$ cat src/rtl/fcpu_pkg.sv
// rtl/fcpu_pkg.sv - shared core widths and MMU request arbiter state type
//
// Purpose: common widths used by the core-side MMU interface, plus the
// arbiter FSM state encoding.
// Ports: none (package).
package fcpu_pkg;

    localparam int RSV_ID_W = 4;
    localparam int DATA_W   = 32;
    localparam int INSTR_W  = 7;

    typedef enum logic {
        ARB_IDLE = 1'b0,
        ARB_BUSY = 1'b1
    } arb_state_e;

endpackage

$ cat src/rtl/rr_pick.sv
// rtl/rr_pick.sv - combinational round-robin find-first
//
// Purpose: returns the first requester at or above ptr_i (with wrap-around)
// whose request bit is set and whose mask bit is clear.
// Ports:
//   req_i   - request vector
//   mask_i  - requesters excluded from this pick
//   ptr_i   - highest-priority index
//   found_o - a winner exists
//   idx_o   - index of the winner (0 when none)
module rr_pick #(
    parameter int N_REQ   = 4,
    parameter int GRANT_W = (N_REQ > 1) ? $clog2(N_REQ) : 1
) (
    input  logic [N_REQ-1:0]   req_i,
    input  logic [N_REQ-1:0]   mask_i,
    input  logic [GRANT_W-1:0] ptr_i,
    output logic               found_o,
    output logic [GRANT_W-1:0] idx_o
);

    logic [N_REQ-1:0]   avail;
    logic [2*N_REQ-1:0] rotated;
    logic [GRANT_W:0]   sum;

    // Rotate so that bit 0 of rotated is requester ptr_i; the doubled copy
    // provides the wrap-around without a modulo on the index.
    always_comb begin
        avail   = req_i & ~mask_i;
        rotated = {avail, avail} >> ptr_i;
        found_o = 1'b0;
        idx_o   = '0;
        sum     = '0;
        // Descending scan: the lowest offset is assigned last and wins.
        for (int k = N_REQ - 1; k >= 0; k--) begin
            if (rotated[k]) begin
                found_o = 1'b1;
                sum     = {1'b0, ptr_i} + (GRANT_W+1)'(k);
                if (sum >= (GRANT_W+1)'(N_REQ)) begin
                    sum = sum - (GRANT_W+1)'(N_REQ);
                end
                idx_o = sum[GRANT_W-1:0];
            end
        end
    end

endmodule

$ cat src/rtl/mmu_request_arbiter.sv
// rtl/mmu_request_arbiter.sv - round-robin arbiter for the MMU core request port
//
// Purpose: shares the single MMU request port among N_REQ issue ports.
// A grant is held until the MMU accepts it, then priority rotates past it.
// Ports:
//   clk, nrst                      - clock, async active-low reset
//   req_valid/rsv_id/data/address/opcode - flattened per-requester requests
//   req_ready                      - per-requester accept (one-hot or zero)
//   rsv_id/valid/data/address/opcode - request towards the MMU
//   ready                          - MMU accept
//   grant_id                       - registered current grant index
//   busy                           - arbiter holds a grant
//   proto_err                      - sticky requester protocol violation
module mmu_request_arbiter
    import fcpu_pkg::*;
#(
    parameter int N_REQ   = 4,
    parameter int GRANT_W = (N_REQ > 1) ? $clog2(N_REQ) : 1
) (
    input  logic                      clk,
    input  logic                      nrst,
    input  logic [N_REQ-1:0]          req_valid,
    input  logic [N_REQ*RSV_ID_W-1:0] req_rsv_id,
    input  logic [N_REQ*DATA_W-1:0]   req_data,
    input  logic [N_REQ*DATA_W-1:0]   req_address,
    input  logic [N_REQ*INSTR_W-1:0]  req_opcode,
    output logic [N_REQ-1:0]          req_ready,
    output logic [RSV_ID_W-1:0]       rsv_id,
    output logic                      valid,
    output logic [DATA_W-1:0]         data,
    output logic [DATA_W-1:0]         address,
    output logic [INSTR_W-1:0]        opcode,
    input  logic                      ready,
    output logic [GRANT_W-1:0]        grant_id,
    output logic                      busy,
    output logic                      proto_err
);

    arb_state_e         state_q, state_d;
    logic [GRANT_W-1:0] grant_q, grant_d;
    logic [GRANT_W-1:0] ptr_q, ptr_d;
    logic               err_q, err_d;

    logic               cur_valid;
    logic [N_REQ-1:0]   grant_oh;
    logic [GRANT_W-1:0] next_ptr;
    logic [N_REQ-1:0]   pick_mask;
    logic [GRANT_W-1:0] pick_ptr;
    logic               pick_found;
    logic [GRANT_W-1:0] pick_idx;

    assign cur_valid = req_valid[grant_q];
    assign grant_oh  = N_REQ'(1) << grant_q;
    assign next_ptr  = (grant_q == GRANT_W'(N_REQ - 1)) ? '0 : grant_q + 1'b1;

    // One picker serves both IDLE arbitration and completion re-arbitration;
    // in BUSY the completing grant is masked because its valid is consumed.
    assign pick_mask = (state_q == ARB_BUSY) ? grant_oh : '0;
    assign pick_ptr  = (state_q == ARB_BUSY) ? next_ptr : ptr_q;

    rr_pick #(
        .N_REQ   (N_REQ),
        .GRANT_W (GRANT_W)
    ) u_pick (
        .req_i   (req_valid),
        .mask_i  (pick_mask),
        .ptr_i   (pick_ptr),
        .found_o (pick_found),
        .idx_o   (pick_idx)
    );

    always_ff @(posedge clk or negedge nrst) begin
        if (!nrst) begin
            state_q <= ARB_IDLE;
            grant_q <= '0;
            ptr_q   <= '0;
            err_q   <= 1'b0;
        end else begin
            state_q <= state_d;
            grant_q <= grant_d;
            ptr_q   <= ptr_d;
            err_q   <= err_d;
        end
    end

    always_comb begin
        state_d = state_q;
        grant_d = grant_q;
        ptr_d   = ptr_q;
        err_d   = err_q;
        unique case (state_q)
            ARB_IDLE: begin
                if (pick_found) begin
                    state_d = ARB_BUSY;
                    grant_d = pick_idx;
                end
            end
            ARB_BUSY: begin
                if (!cur_valid) begin
                    // Requester withdrew before acceptance; ptr is left alone.
                    state_d = ARB_IDLE;
                    err_d   = 1'b1;
                end else if (ready) begin
                    ptr_d = next_ptr;
                    if (pick_found) begin
                        grant_d = pick_idx;
                    end else begin
                        state_d = ARB_IDLE;
                    end
                end
            end
            default: state_d = ARB_IDLE;
        endcase
    end

    always_comb begin
        valid     = 1'b0;
        rsv_id    = '0;
        data      = '0;
        address   = '0;
        opcode    = '0;
        req_ready = '0;
        if (state_q == ARB_BUSY) begin
            valid   = cur_valid;
            rsv_id  = req_rsv_id[grant_q*RSV_ID_W +: RSV_ID_W];
            data    = req_data[grant_q*DATA_W +: DATA_W];
            address = req_address[grant_q*DATA_W +: DATA_W];
            opcode  = req_opcode[grant_q*INSTR_W +: INSTR_W];
            if (cur_valid && ready) begin
                req_ready = grant_oh;
            end
        end
    end

    assign grant_id  = grant_q;
    assign busy      = (state_q == ARB_BUSY);
    assign proto_err = err_q;

endmodule

$ cat config.mk
export PLATFORM = sky130hd
export DESIGN_NAME = mmu_request_arbiter
export DESIGN_NICKNAME = d
export VERILOG_FILES = /design/src/rtl/fcpu_pkg.sv /design/src/rtl/rr_pick.sv /design/src/rtl/mmu_request_arbiter.sv
export SDC_FILE = /design/constraint.sdc
export NUM_CORES = 1
export LEC_CHECK = 0
export ABC_CLOCK_PERIOD_IN_PS = 6200
export CORE_AREA = 2 2 154 156
export CTS_CLUSTER_SIZE = 25
export DETAILED_ROUTE_END_ITERATION = 8
export DIE_AREA = 0 0 156 158
export HOLD_SLACK_MARGIN = 0.02
export RECOVER_POWER = 100
export SLEW_MARGIN = 25
export SYNTH_ARGS = -nofsm -noshare
export SYNTH_HDL_FRONTEND = slang
export SYNTH_SLANG_ARGS = --single-unit
export TNS_END_PERCENT = 20
$ cat constraint.sdc
create_clock -name clk -period 6.2 [get_ports clk]
set_clock_uncertainty 0.05 [all_clocks]
set_input_delay 0.93 -clock clk [delete_from_list [all_inputs] [get_ports clk]]
set_output_delay 0.93 -clock clk [all_outputs]
set_load 0.005 [all_outputs]
### After elaboration in Yosys (flattened, before gate mapping)

Index checks and enable logic that the tools add are counted.

* add/subtract/negate cells: 8
* multiply operators: 1
* $lt $le $gt $ge: 5
* eq/ne operators: 3
* shifts and indexed selects: 6
* mux-type cells: 32
* bitwise operators: 4
* reductions and logical operators: 4

Operator list (number)
* indexed part select 128 x 8 -> 32 bit: 2
* 2-to-1 mux 32 bit: 2
* indexed part select 28 x 6 -> 7 bit: 1
* 2-to-1 mux 2 bit: 13
* 2-to-1 mux 4 bit: 4
* indexed part select 16 x 5 -> 4 bit: 1
* greater-or-equal comparator 3 bit (second input constant): 3
* 2-to-1 mux 1 bit: 9
* right shift 8 x 2 -> 4 bit: 1
* subtractor 2 x 1 -> 2 bit (second input constant): 4
* 2-to-1 mux 7 bit: 1
* adder 2 x 2 -> 3 bit (second input constant): 2
* multiplier 2 x 3 -> 5 bit (second input constant): 1
* bitwise AND 4 bit: 1
* NOT 4 bit: 1
* one-hot mux 2 bit (2 select lines): 1
* AND reduction 2 bit: 2
* << shifter 1 x 2 -> 4 bit (first input constant): 1
* adder 2 x 1 -> 3 bit (second input constant): 1
* greater-or-equal comparator 2 x 3 -> 1 bit (second input constant): 1
* less-than comparator 2 x 3 -> 1 bit (second input constant): 1
* AND reduction 3 bit: 1
* adder 2 x 1 -> 2 bit (second input constant): 1
* binary-select mux 1 bit (select 2 bit): 1
* 6 further kinds: 7

* register bits: 6
* input port bits: 307
* output and inout bits: 84
* word-level logic and storage cells: 67

### Logic depth before layout (Yosys ltp)

* depth in word-level cells: 14
* gate-level depth with buffers: 9
* gate-level depth less buffers: 6

### Hierarchy

A second synthesis with hierarchy kept.

* cells, all modules: 239
* area, all modules: 3006.6 µm²

Modules (own cells, without submodules)
* mmu_request_arbiter: instances 1, cells each 224, area each 2882.8 µm², sequential area each 150.1 µm²
* rr_pick: instances 1, cells each 15, area each 123.9 µm², sequential area each 0.0 µm²

### Worst setup path before layout

No wires, ideal clock.

* path type: input to output
* from: input req_valid[3]
* to: output req_ready[0]
* data arrival time: 1.879 ns
* data required time: 5.220 ns
* slack: 3.341 ns
* stages on the path: 4
* path buffers: 1
* path through: mux4_2 -> and3_1 -> buf_6 -> and2_1

* cells in the longest elaborated chain, start to end: 5

RTL lines
* start: declaration: line mmu_request_arbiter.sv:22 `input logic [N_REQ-1:0] req_valid,`
* binary-select mux 1 bit (select 2 bit): line mmu_request_arbiter.sv:52 `assign cur_valid = req_valid[grant_q];`
* 2-to-1 mux 1 bit (implied by the code): line mmu_request_arbiter.sv:52
* logical AND 1 bit: line mmu_request_arbiter.sv:129 `if (cur_valid && ready) begin`
* 2-to-1 mux 4 bit: line mmu_request_arbiter.sv:129
* 2-to-1 mux 4 bit: line mmu_request_arbiter.sv:123 `if (state_q == ARB_BUSY) begin`
* end: declaration: line mmu_request_arbiter.sv:27 `output logic [N_REQ-1:0] req_ready,`

No other way between the ends. The select of a mux whose other input is x is not followed.

### Worst setup path after layout

* from: register grant_q[1], in the netlist grant_id[1]
* to: output address[26]

* cells in the longest elaborated chain, start to end: 2

RTL lines
* start: declaration: line mmu_request_arbiter.sv:40 `logic [GRANT_W-1:0] grant_q, grant_d;`
* start signal: assignment: line mmu_request_arbiter.sv:80 `grant_q <= grant_d;`
* indexed part select 128 x 8 -> 32 bit: line mmu_request_arbiter.sv:127 `address = req_address[grant_q*DATA_W +: DATA_W];`
* 2-to-1 mux 32 bit: line mmu_request_arbiter.sv:123
* end: declaration: line mmu_request_arbiter.sv:31 `output logic [DATA_W-1:0] address,`

No other way between the ends.

==> flow_summary.yaml <==
power:
  ir_drop_mv: 0.198
  p_per_area_mw_per_mm2: 304
  p_leak_uw: 0.00251
route:
  initialDrtViolationCount: 133
  drc_errors: 0
  vias: 3650
  finalWirelength_mm: 15.9
  routedWlPerCell_um: 17.8
  dr.pass1.iters: 4
  ant_nets: 0
  viasPerCell: 4.09
logic_synthesis:
  synthFlopType: "dfrtp_1"
  synth_edf_count: 0
  syn_area_mm2: 0.00283
  postSynth.asyncResetShare: 1.00
  syn_nets: 546
  syn-instance-count: 235
  synth.avg_cell_area_um2: 12.0
  synth_cell_types: 32
  synth_seq_area_share: 0.0531
  ys_warn_count: 0
  ys_seq_elements: 6
place:
  gp_congestion: 0.774
  dp_slack_ns: 2.29
  dpl.cell_count: 889
  dpl.hpwl_mm: 13.6
  port_buffers: 390
sta:
  post-route-min-period_ns: 4.62
  tightest_slew_ns: 1.76
  max_slew_margin: -0.173
  setup_viol: 0
  setup-tns-final_ns: 0
  setup_ws_ns: 1.58
  grt_setup_unrepaired: "no"
  finalMaxSlewViolations: 87
  final.period_utilization: 0.745
  fmax_ghz: 0.216
  holdWs_ns: 0.404
  hold_viol: 0
flow_run:
  maxCapViolCount: 2
finish:
  seqCellArea_um2: 154
  multi_input_area_mm2: 0.00251
  fin_nets: 915
  area_delta_synth_final_pct: 150
  layout-drive-gt1-share: 0.143
  fillerInstances: 2401
  diodes: 0
  layout.cells.non_filler: 893
status:
  violations: "capacitance limit, slew limit"
  outcome: "finished with violations"
worst_hold_path:
  whs_path_depth: 1
  min_from: "proto_err"
  hold-path-endpoint: "proto_err"
  hp-class: "reg -> reg"
die:
  die_h_um: 158
  core_area_mm2: 0.0231
  die-area_mm2: 0.0246
  fp.dieW_um: 156
  io_pins: 391
  start_util: 0.123
  num_rows: 56
clocking:
  cts.sinks: 6
  clockBufferDepth: 2
  cts_setup_buffers: 0
  cts-buffers-inserted: 3
  cts_tree: "built"
  clk_latency_ns: 0.23
  cts-hold-fix-buffers: 0
  clk_pin_slew_ns: 0.03
  cts.repair.resized: 0
  cts_root_buf: "clkbuf_16"
  cts_max_level: 1
worst_setup_path:
  crit_path_start_kind: "flop"
  crit_required_ns: 5.22
  crit_path_end_kind: "output pin"
  path_class: "reg -> out"
  r2r_end: "grant_id[0]"
  timing.reg2reg.setup_slack_ns: 2.48
  cp.arrival_ns: 3.64
  r2r_start: "busy"
  path_max_fanout: 45
  reg2reg_depth: 5
grt:
  grt_first_pass_wirelength_mm: 22.5
  grt_pass1_vias: 3890
  grt_max_degree: 49
  antenna_found_initial: 0
  gr-usage-all-layers: 0.117
  grt_overflow_total: 0
[power breakdown]
| group | internal, uW | switching (uW) |
|---|---|---|
| combinational | 1240 | 586 |
| sequential | 55.5 | 155 |
| clock | 85.6 | 24.8 |
| total | 1380 | 765 |
[cells by family (layout without fill, tap and decap cells)]
kind of cell    count (synthesis)  in the layout  share of synthesized area
simple gates                   93             93                      0.203
mux                            79             79                      0.618
buf+inv                        35            403                     0.0575
compound gates                 18             18                     0.0513
flops                           6              6                     0.0530
fa+ha+maj                       4              4                     0.0177
[cells in the final DEF (no fill, tap or decap), drive strengths merged]
| master | Yosys | routed |
|---|---|---|
| clkdlybuf4s50 | 0 | 335 |
| and2 | 80 | 80 |
| mux4 | 76 | 76 |
| dlygate4sd3 | 0 | 55 |
| inv | 6 | 6 |
| dfrtp | 6 | 6 |
| clkbuf | 15 | 5 |
| ha | 4 | 4 |
| nor2 | 3 | 3 |
| nand2b | 3 | 3 |
| a21bo | 3 | 3 |
| o221ai | 2 | 2 |
| a21oi | 2 | 2 |
| nand2 | 2 | 2 |
| a21boi | 2 | 2 |
| a32oi | 2 | 2 |
| o21ai | 2 | 2 |
| a32o | 2 | 2 |
| mux2 | 2 | 2 |
| buf | 14 | 2 |
| and3 | 1 | 1 |
| nor2b | 1 | 1 |
| nor3 | 1 | 1 |
| a21o | 1 | 1 |
| or3b | 1 | 1 |
| mux2i | 1 | 1 |
| or4b | 1 | 1 |
| o311ai | 1 | 1 |
| o2bb2ai | 1 | 1 |
[worst max-delay path by stage]
stage | start | end | slack [ns] | cells past startpoint
3_3_place_gp | req_valid[0] | req_ready[3] | 2.31 | 5
6_report | grant_id[1] | address[26] | 1.58 | 4
4_1_cts | req_valid[3] | req_ready[3] | 2.28 | 5
3_5_place_dp | req_valid[3] | req_ready[3] | 2.29 | 5
2_1_floorplan | req_valid[3] | req_ready[0] | 3.34 | 4
5_1_grt | busy | opcode[2] | 1.11 | 3
[area by class of cell]
class,count,share of cell area
clock buffers,4,0.0112
inverters,6,0.00319
multi-input cells,194,0.356
flip-flops and latches,6,0.0218
well taps,290,0.0513
repair buffers,393,0.557
[flip-flops by register name, indices dropped and copies added (netlist names)]
name and count:
busy 1, grant_id 2, proto_err 1, ptr_q 2
[metrics by stage]
step	power, uW	area [um^2]	utilization
floorplan	1170	2830	-
global placement	2160	7000	0.304
detailed placement	2160	7000	0.304
CTS	2280	7080	0.307
global route	2330	7070	0.307
finish	2150	7070	0.307
[synthesized netlist by cell type, drive strengths merged, types with 2 or more instances]
cell type	instances	area share
a21bo	3	0.011
a21boi	2	0.0053
a21oi	2	0.0035
a32o	2	0.0071
a32oi	2	0.0062
and2	80	0.18
buf	14	0.030
clkbuf	15	0.020
dfrtp	6	0.053
ha	4	0.018
inv	6	0.0080
mux2	2	0.0093
mux4	76	0.60
nand2	2	0.0027
nand2b	3	0.0066
nor2	3	0.0040
o21ai	2	0.0035
o221ai	2	0.0062
[worst max-delay path, cell delays in order, from the launching register on]
cell and delay [ns]:
dfrtp_1 1.47, buf_4 0.71, mux4_2 0.42, and2_1 0.18
dlygate4sd3_1 0.59
[per-layer routing]
metal,GRT usage,share of wire
met1,0.137,0.38
met4,0.0127,0.0050
met5,0,0
met3,0.0235,0.079
met2,0.227,0.54
(Power assumes the default switching activity.)
